--- config.mk ---
export PLATFORM = sky130hd
export DESIGN_NAME = encoder_line_trigger_flat
export DESIGN_NICKNAME = d
export VERILOG_FILES = /design/src/rtl/encoder_line_trigger_if.sv /design/src/rtl/encoder_line_trigger.sv /design/src/flat_wrapper.sv
export SDC_FILE = /design/constraint.sdc
export NUM_CORES = 1
export LEC_CHECK = 0
export CORE_ASPECT_RATIO = 0.75
export CORE_UTILIZATION = 45
export CTS_CLUSTER_SIZE = 25
export DETAILED_ROUTE_END_ITERATION = 7
export GPL_ROUTABILITY_DRIVEN = 0
export GPL_TIMING_DRIVEN = 0
export PLACE_DENSITY_LB_ADDON = 0.1
export SKIP_LAST_GASP = 1
export SLEW_MARGIN = 20
export SYNTH_ARGS = -nofsm -noshare
export SYNTH_HDL_FRONTEND = slang
export SYNTH_SLANG_ARGS = --single-unit
export TNS_END_PERCENT = 100
--- constraint.sdc ---
create_clock -name clk_i -period 6.4 [get_ports clk_i]
set_input_delay 1.6 -clock clk_i [delete_from_list [all_inputs] [get_ports clk_i]]
set_output_delay 1.6 -clock clk_i [all_outputs]
set_load 0.02 [all_outputs]
--- src/rtl/encoder_line_trigger_if.sv ---
// Control, configuration and status bus of the encoder line trigger.
// The slave modport is the trigger's view; the master modport is the controller's.
interface encoder_line_trigger_if #(
   parameter int unsigned POS_W  = 32,
   parameter int unsigned ACC_W  = 16,
   parameter int unsigned LINE_W = 16
) ();
   logic [1:0]        enc_pulses_dir;
   logic              pos_clr;
   logic              start;
   logic              abort;
   logic [POS_W-1:0]  cfg_start_pos;
   logic [ACC_W-1:0]  cfg_step;
   logic [LINE_W-1:0] cfg_lines;
   logic              cap_ready;
   logic              trig;
   logic              busy;
   logic              done;
   logic [POS_W-1:0]  pos;
   logic [LINE_W-1:0] line_cnt;
   logic [LINE_W-1:0] missed_cnt;
   logic              overrun;

   modport master (
      output enc_pulses_dir, pos_clr, start, abort, cfg_start_pos, cfg_step, cfg_lines,
             cap_ready,
      input  trig, busy, done, pos, line_cnt, missed_cnt, overrun
   );

   modport slave (
      input  enc_pulses_dir, pos_clr, start, abort, cfg_start_pos, cfg_step, cfg_lines,
             cap_ready,
      output trig, busy, done, pos, line_cnt, missed_cnt, overrun
   );
endinterface

--- src/rtl/encoder_line_trigger.sv ---
// Tracks absolute encoder position and issues one capture trigger every N forward
// steps once a programmed start position is reached.
module encoder_line_trigger #(
   parameter int unsigned POS_W  = 32,
   parameter int unsigned ACC_W  = 16,
   parameter int unsigned LINE_W = 16
) (
   input logic                   clk_i,
   input logic                   rst_i,
   encoder_line_trigger_if.slave ctrl_io
);

   typedef enum logic [1:0] {StIdle, StArm, StScan, StDone} state_e;

   localparam logic [POS_W-1:0]  PosOne  = POS_W'(1);
   localparam logic [ACC_W:0]    AccOne  = (ACC_W + 1)'(1);
   localparam logic [LINE_W-1:0] LineOne = LINE_W'(1);
   // Most negative value of an ACC_W-bit signed accumulator, held in ACC_W+1 bits.
   localparam logic [ACC_W:0]    AccMin  = {2'b11, {(ACC_W - 1){1'b0}}};

   state_e            state_q, state_d;
   logic [1:0]        sync1_q, sync2_q, sync3_q, dly_q, strobe_q;
   logic [POS_W-1:0]  pos_q, pos_d;
   logic [ACC_W:0]    acc_q, acc_d;
   logic [POS_W-1:0]  start_pos_q, start_pos_d;
   logic [ACC_W-1:0]  step_q, step_d;
   logic [LINE_W-1:0] lines_q, lines_d;
   logic [LINE_W-1:0] line_cnt_q, line_cnt_d;
   logic [LINE_W-1:0] missed_q, missed_d;
   logic              overrun_q, overrun_d;
   logic              trig_q, trig_d;
   logic              busy_q, done_q;

   logic              fwd, rev, issue;
   logic [ACC_W:0]    acc_inc, acc_dec, step_ext;

   // Extra bit keeps the accumulator from wrapping for step values above 2^(ACC_W-1).
   assign fwd      = strobe_q[0] & ~strobe_q[1];
   assign rev      = strobe_q[1] & ~strobe_q[0];
   assign acc_inc  = acc_q + AccOne;
   assign acc_dec  = (acc_q == AccMin) ? acc_q : acc_q - AccOne;
   assign step_ext = (step_q == '0) ? AccOne : {1'b0, step_q};

   always_comb begin
      pos_d       = pos_q;
      acc_d       = acc_q;
      state_d     = state_q;
      start_pos_d = start_pos_q;
      step_d      = step_q;
      lines_d     = lines_q;
      line_cnt_d  = line_cnt_q;
      missed_d    = missed_q;
      overrun_d   = overrun_q;
      trig_d      = 1'b0;
      issue       = 1'b0;

      if (ctrl_io.pos_clr) begin
         pos_d = '0;
      end else if (fwd) begin
         pos_d = pos_q + PosOne;
      end else if (rev) begin
         pos_d = pos_q - PosOne;
      end

      unique case (state_q)
         StIdle: begin
            if (ctrl_io.start) begin
               start_pos_d = ctrl_io.cfg_start_pos;
               step_d      = ctrl_io.cfg_step;
               lines_d     = ctrl_io.cfg_lines;
               line_cnt_d  = '0;
               missed_d    = '0;
               overrun_d   = 1'b0;
               acc_d       = '0;
               state_d     = StArm;
            end
         end
         StArm: begin
            if (ctrl_io.abort) begin
               state_d = StIdle;
            end else if ($signed(pos_d) >= $signed(start_pos_q)) begin
               state_d = StScan;
               acc_d   = '0;
               issue   = 1'b1;
            end
         end
         StScan: begin
            if (ctrl_io.abort) begin
               state_d = StIdle;
            end else if (fwd) begin
               if (acc_inc == step_ext) begin
                  acc_d = '0;
                  issue = 1'b1;
               end else begin
                  acc_d = acc_inc;
               end
            end else if (rev) begin
               acc_d = acc_dec;
            end
         end
         StDone: begin
            state_d = StIdle;
         end
         default: begin
            state_d = StIdle;
         end
      endcase

      if (issue) begin
         line_cnt_d = line_cnt_q + LineOne;
         if (ctrl_io.cap_ready) begin
            trig_d = 1'b1;
         end else begin
            overrun_d = 1'b1;
            if (missed_q != '1) begin
               missed_d = missed_q + LineOne;
            end
         end
         if ((lines_q != '0) && (line_cnt_d == lines_q)) begin
            state_d = StDone;
         end
      end
   end

   always_ff @(posedge clk_i or posedge rst_i) begin
      if (rst_i) begin
         sync1_q     <= '0;
         sync2_q     <= '0;
         sync3_q     <= '0;
         dly_q       <= '0;
         strobe_q    <= '0;
         state_q     <= StIdle;
         pos_q       <= '0;
         acc_q       <= '0;
         start_pos_q <= '0;
         step_q      <= '0;
         lines_q     <= '0;
         line_cnt_q  <= '0;
         missed_q    <= '0;
         overrun_q   <= 1'b0;
         trig_q      <= 1'b0;
         busy_q      <= 1'b0;
         done_q      <= 1'b0;
      end else begin
         sync1_q     <= ctrl_io.enc_pulses_dir;
         sync2_q     <= sync1_q;
         sync3_q     <= sync2_q;
         dly_q       <= sync3_q;
         strobe_q    <= sync3_q & ~dly_q;
         state_q     <= state_d;
         pos_q       <= pos_d;
         acc_q       <= acc_d;
         start_pos_q <= start_pos_d;
         step_q      <= step_d;
         lines_q     <= lines_d;
         line_cnt_q  <= line_cnt_d;
         missed_q    <= missed_d;
         overrun_q   <= overrun_d;
         trig_q      <= trig_d;
         busy_q      <= (state_d == StArm) || (state_d == StScan);
         done_q      <= (state_d == StDone);
      end
   end

   assign ctrl_io.trig       = trig_q;
   assign ctrl_io.busy       = busy_q;
   assign ctrl_io.done       = done_q;
   assign ctrl_io.pos        = pos_q;
   assign ctrl_io.line_cnt   = line_cnt_q;
   assign ctrl_io.missed_cnt = missed_q;
   assign ctrl_io.overrun    = overrun_q;

endmodule

--- src/flat_wrapper.sv ---
// flat-port wrapper written by rule: the top's interface ports become plain ports
module encoder_line_trigger_flat 
#(
   parameter int unsigned POS_W  = 32,
   parameter int unsigned ACC_W  = 16,
   parameter int unsigned LINE_W = 16
)
  (clk_i, rst_i, ctrl_io_enc_pulses_dir, ctrl_io_pos_clr, ctrl_io_start, ctrl_io_abort, ctrl_io_cfg_start_pos, ctrl_io_cfg_step, ctrl_io_cfg_lines, ctrl_io_cap_ready, ctrl_io_trig, ctrl_io_busy, ctrl_io_done, ctrl_io_pos, ctrl_io_line_cnt, ctrl_io_missed_cnt, ctrl_io_overrun);
  encoder_line_trigger_if #(.POS_W(POS_W), .ACC_W(ACC_W), .LINE_W(LINE_W)) ctrl_io_i ();
  input logic clk_i;
  input logic rst_i;
  input wire logic [$bits(ctrl_io_i.enc_pulses_dir)-1:0] ctrl_io_enc_pulses_dir;
  input wire logic [$bits(ctrl_io_i.pos_clr)-1:0] ctrl_io_pos_clr;
  input wire logic [$bits(ctrl_io_i.start)-1:0] ctrl_io_start;
  input wire logic [$bits(ctrl_io_i.abort)-1:0] ctrl_io_abort;
  input wire logic [$bits(ctrl_io_i.cfg_start_pos)-1:0] ctrl_io_cfg_start_pos;
  input wire logic [$bits(ctrl_io_i.cfg_step)-1:0] ctrl_io_cfg_step;
  input wire logic [$bits(ctrl_io_i.cfg_lines)-1:0] ctrl_io_cfg_lines;
  input wire logic [$bits(ctrl_io_i.cap_ready)-1:0] ctrl_io_cap_ready;
  output wire logic [$bits(ctrl_io_i.trig)-1:0] ctrl_io_trig;
  output wire logic [$bits(ctrl_io_i.busy)-1:0] ctrl_io_busy;
  output wire logic [$bits(ctrl_io_i.done)-1:0] ctrl_io_done;
  output wire logic [$bits(ctrl_io_i.pos)-1:0] ctrl_io_pos;
  output wire logic [$bits(ctrl_io_i.line_cnt)-1:0] ctrl_io_line_cnt;
  output wire logic [$bits(ctrl_io_i.missed_cnt)-1:0] ctrl_io_missed_cnt;
  output wire logic [$bits(ctrl_io_i.overrun)-1:0] ctrl_io_overrun;
  assign ctrl_io_i.enc_pulses_dir = ctrl_io_enc_pulses_dir;
  assign ctrl_io_i.pos_clr = ctrl_io_pos_clr;
  assign ctrl_io_i.start = ctrl_io_start;
  assign ctrl_io_i.abort = ctrl_io_abort;
  assign ctrl_io_i.cfg_start_pos = ctrl_io_cfg_start_pos;
  assign ctrl_io_i.cfg_step = ctrl_io_cfg_step;
  assign ctrl_io_i.cfg_lines = ctrl_io_cfg_lines;
  assign ctrl_io_i.cap_ready = ctrl_io_cap_ready;
  assign ctrl_io_trig = ctrl_io_i.trig;
  assign ctrl_io_busy = ctrl_io_i.busy;
  assign ctrl_io_done = ctrl_io_i.done;
  assign ctrl_io_pos = ctrl_io_i.pos;
  assign ctrl_io_line_cnt = ctrl_io_i.line_cnt;
  assign ctrl_io_missed_cnt = ctrl_io_i.missed_cnt;
  assign ctrl_io_overrun = ctrl_io_i.overrun;
  encoder_line_trigger #(.POS_W(POS_W), .ACC_W(ACC_W), .LINE_W(LINE_W)) u_core (.clk_i(clk_i), .rst_i(rst_i), .ctrl_io(ctrl_io_i));
endmodule
==> results summary <==
The run finished with clean final reports. By area the synthesized netlist is led by sky130_fd_sc_hd__dfrtp_1 (41%), sky130_fd_sc_hd__ha_1 (5.7%), sky130_fd_sc_hd__o21ai_0 (4.8%). The wire-length estimate of the detail-placed layout is 19.7 mm.

For flop-to-flop paths, the worst setup slack is between 0.5 and 0.6 ns. The iteration count of the initial detailed-routing pass is 5. STA classifies the critical path endpoint as a flop. The path class of the tightest hold or removal check is flop to flop. The classification of the worst setup path is flop to flop. Once the floorplan was initialized, standard cells occupied a little under half of the core. The worst setup skew after layout is 0.0157 ns. The worst register-to-register path begins at u_core.ctrl_io.pos[4]$_DFF_PP0_. The count of state elements after synthesis came out at 161. The final-stage net count came out at around 1400. Setup repair after global routing left no endpoint under its margin. Synthesis handed over a netlist of 1087 instances.

In this run the most critical hold path is launched from u_core.sync2_q[0]$_DFF_PP0_. Counting distinct cell types in the post-synthesis netlist gives about 80. The share of synthesized area in the top cell type comes to 41.1%. The number of buffers added on ports is roughly 140. The library cell occupying the most area in the post-synthesis netlist is sky130_fd_sc_hd__dfrtp_1. The max-slew violation count came to 0. The library cells used most frequently in the layout, excluding fill and tap cells, are sky130_fd_sc_hd__dfrtp_1 (161), sky130_fd_sc_hd__clkdlybuf4s50_1 (139), sky130_fd_sc_hd__nand2_1 (108). TritonCTS built the clock tree. The number of cell instances on the worst register-to-register path came out at 20. In the final layout, the share of cells above drive strength 1 is 9.05%. The clock insertion delay at the later pin of the skew report came out at roughly 0.43 ns.

The worst register-to-register path ends at u_core.ctrl_io.busy$_DFF_PP0_. The average vias per placed instance came out at 5.52. The post-route clock period utilization came out at 91.8%.

In the synthesized netlist the dominant register cell turns out to be sky130_fd_sc_hd__dfrtp_1. The post-layout minimum cycle time is 5.88 ns. The Yosys warning count came out at 0. For this run, the register share of the synthesized area comes to between 40% and 50%. IR analysis of the VDD net gives a maximum drop of 0.000211 V. The number of levels the H-tree was split into came out at 4.

In this run the tightest slew margin relative to its limit is between 40% and 50%. In this run the remaining antenna-violating nets after routing total 0. The leakage dissipation is approximately 5.2 nW. The depth of the worst hold-timing path is 0.

Leaving out fill and tap cells, the most frequent cell in the layout is sky130_fd_sc_hd__dfrtp_1. The final hold violation count came out at 0. The area of the placeable core came out at 21200 sq um. The average wire per cell in the routed design is about 17 um. The area of the die came out at 22400 sq um.

The global-route wire length before repair came out at 42.5 mm. The number of buffers added by the clock tree synthesis step came out at 17. In this run the power density over the cells is 361 nW/um^2. The count of maximum capacitance violations is 0. The initial detailed-routing violation count is 781. The global-route total usage across every layer is 24.6%. The die is approximately 130 um tall.

The number of antenna violations at the first check in global routing is 1. The net count after synthesis is between 1000 and 1500. The highest clock rate is 0.170 GHz.

Of all flip-flops after synthesis, the portion carrying an async set or reset was 100%. The width of the chip came out at 172 um. The final setup violation count came out at 0. Data arrives at the worst endpoint at 6.19 ns. The number of global-route vias before repair came out at 7835. The residual DRC count came out at 0.

The filler cells instantiated in the layout total around 1900. Compared with the post-synthesis result, the final layout area differs by 24.2%. STA classifies the critical path startpoint as a flop. The tree built by TritonCTS fans out to 161 sinks.

The final critical-path setup slack came out at 0.525 ns. The worst hold path terminates at u_core.sync3_q[0]$_DFF_PP0_. For the pin with the worst max-slew slack, the measured transition is between 0.8 and 0.9 ns. Summing every instance area after synthesis gives 9810 sq um. The setup slack at placement came out at 0.284 ns. The repair_antennas step left the layout with diodes totalling 0. The floorplan row count came out at 46. The cell at the root of the clock tree is sky130_fd_sc_hd__clkbuf_16. The routed via count is 8545. Clock-pin slew was measured on the worst setup and hold paths at roughly 0.070 ns. Wires add up to around 27 mm. Entering global routing, the biggest net connects just under 100 pins. The number of buffers inserted by hold repair at cts came out at 0. The average instance area after synthesis came out at between 9 and 10 sq um. The leftover overflow at the end of global routing is 0. The number of flops mapped to enable cells by yosys is 0. Of all nets on the critical path, the largest fanout is 10. In this run the count of I/O pins placed on the die edge is 140. The maximum buffer depth of the clock tree came out at 2. The worst hold margin came out at 0.352 ns. The required time at the endpoint of the critical path came out at around 6.7 ns.
[final cells by class]
type                       instances  area [sq um]  share of cell area [%]
sequential                       161          4030                    33.1
timing repair buffer             140          1420                    11.6
clock buffer                      20           467                    3.83
tap                              288           360                    2.96
clock inverter                    12           111                   0.914
inverter                          56           218                    1.79
buffer                            58           275                    2.26
multi-input combinational        812          5300                    43.5
[sequential cells by signal, summed over array words and instances, names as in the netlist, 16 cells and up]
name                       count
u_core.step_q                 16
u_core.start_pos_q            32
u_core.ctrl_io.line_cnt       16
u_core.acc_q                  17
u_core.lines_q                16
u_core.ctrl_io.missed_cnt     16
u_core.ctrl_io.pos            32
[worst max-delay path, cell delays in order, from the launching register on]
cell and delay [ns]:
sky130_fd_sc_hd__dfrtp_1 0.40, sky130_fd_sc_hd__clkbuf_1 0.19, sky130_fd_sc_hd__nor4_1 0.52, sky130_fd_sc_hd__nand4_1 0.27, sky130_fd_sc_hd__nor3_2 0.38, sky130_fd_sc_hd__nand3_1 0.24
sky130_fd_sc_hd__o21ai_0 0.22, sky130_fd_sc_hd__o21ai_0 0.20, sky130_fd_sc_hd__xor2_1 0.17, sky130_fd_sc_hd__nor2_1 0.09, sky130_fd_sc_hd__ha_1 0.36, sky130_fd_sc_hd__nand4_1 0.23
sky130_fd_sc_hd__nor4_1 0.42, sky130_fd_sc_hd__a22oi_1 0.15, sky130_fd_sc_hd__a2bb2oi_1 0.44, sky130_fd_sc_hd__o2111a_1 0.44, sky130_fd_sc_hd__nor2_2 0.07, sky130_fd_sc_hd__buf_2 0.20
sky130_fd_sc_hd__a2111o_1 0.36, sky130_fd_sc_hd__o211ai_1 0.14, sky130_fd_sc_hd__ha_1 0.26
[worst max-delay path by stage]
stage | from | to | slack [ns] | cells past startpoint
3_3_place_gp | rst_i | u_core.step_q[4]$_DFFE_PP0P_ | -1.89 | 2
4_1_cts | u_core.ctrl_io.pos[4]$_DFF_PP0_ | u_core.ctrl_io.busy$_DFF_PP0_ | 0.26 | 20
3_5_place_dp | u_core.ctrl_io.pos[4]$_DFF_PP0_ | u_core.ctrl_io.busy$_DFF_PP0_ | 0.28 | 20
2_1_floorplan | rst_i | u_core.acc_q[0]$_DFFE_PP0P_ | 0.45 | 1
6_report | u_core.ctrl_io.pos[4]$_DFF_PP0_ | u_core.ctrl_io.busy$_DFF_PP0_ | 0.52 | 20
5_1_grt | u_core.ctrl_io.pos[4]$_DFF_PP0_ | u_core.ctrl_io.busy$_DFF_PP0_ | 0.03 | 20
[cells in the mapped netlist (14+ instances only)]
cell                       count
sky130_fd_sc_hd__mux2_2       33
sky130_fd_sc_hd__a211o_1      14
sky130_fd_sc_hd__nor4_1       20
sky130_fd_sc_hd__nand4_1      21
sky130_fd_sc_hd__inv_1        56
sky130_fd_sc_hd__a21oi_1      31
sky130_fd_sc_hd__nor2b_1      18
sky130_fd_sc_hd__xor2_1       25
sky130_fd_sc_hd__and3_1       15
sky130_fd_sc_hd__nand3_1      49
sky130_fd_sc_hd__xnor2_1      47
sky130_fd_sc_hd__o21ai_0      94
sky130_fd_sc_hd__ha_1         45
sky130_fd_sc_hd__or3_1        14
sky130_fd_sc_hd__clkbuf_1     32
sky130_fd_sc_hd__nand2_1     108
sky130_fd_sc_hd__dfrtp_1     161
sky130_fd_sc_hd__nor3_1       41
sky130_fd_sc_hd__buf_2        16
sky130_fd_sc_hd__nor2_1       87
[what timing repair did]
item	in CTS	in global routing
buffers inserted	0	0
gates resized for setup	0	2
endpoints found under the setup margin	0	16
[metrics by stage]
stage	setup TNS (ns)	total power [mW]	utilization (%)	instance area (sq um)	std cells
finish	0	4.40	57.4	12200	1547
global route	0	4.73	57.4	12200	1547
CTS	0	4.41	57.3	12200	1547
detailed placement	0	3.39	54.6	11600	1515
global placement	-301.89	3.35	54.4	11600	1514
floorplan	0	2.85	-	9810	1087
[power by group]
group,switching [mW],internal [mW]
sequential,0.231,1.29
clock,0.468,0.546
combinational,1.05,0.820
[per-layer routing]
metal / share of wire (%) / routed length, um / GRT usage, % / vias to the layer above
li1: - / - / - / 4216
met1: 52 / 13800 / 39.1 / 4048
met2: 41 / 10800 / 34.3 / 264
met3: 6.2 / 1640 / 4.91 / 17
met4: 0.85 / 225 / 4.53 / 0
met5: 0 / 0 / 0 / -
[cell families (layout without fill, tap and decap cells)]
kind of cell    Yosys count  count (layout)  synth area share, %
fa+ha+maj                45              45                 5.74
simple gates            430             430                 22.2
flops                   161             161                 41.1
xor+xnor                 73              73                 6.66
buf+inv                 114             286                 4.95
compound gates          228             228                 15.3
mux                      36              36                 4.10
(Power assumes the default switching activity.)
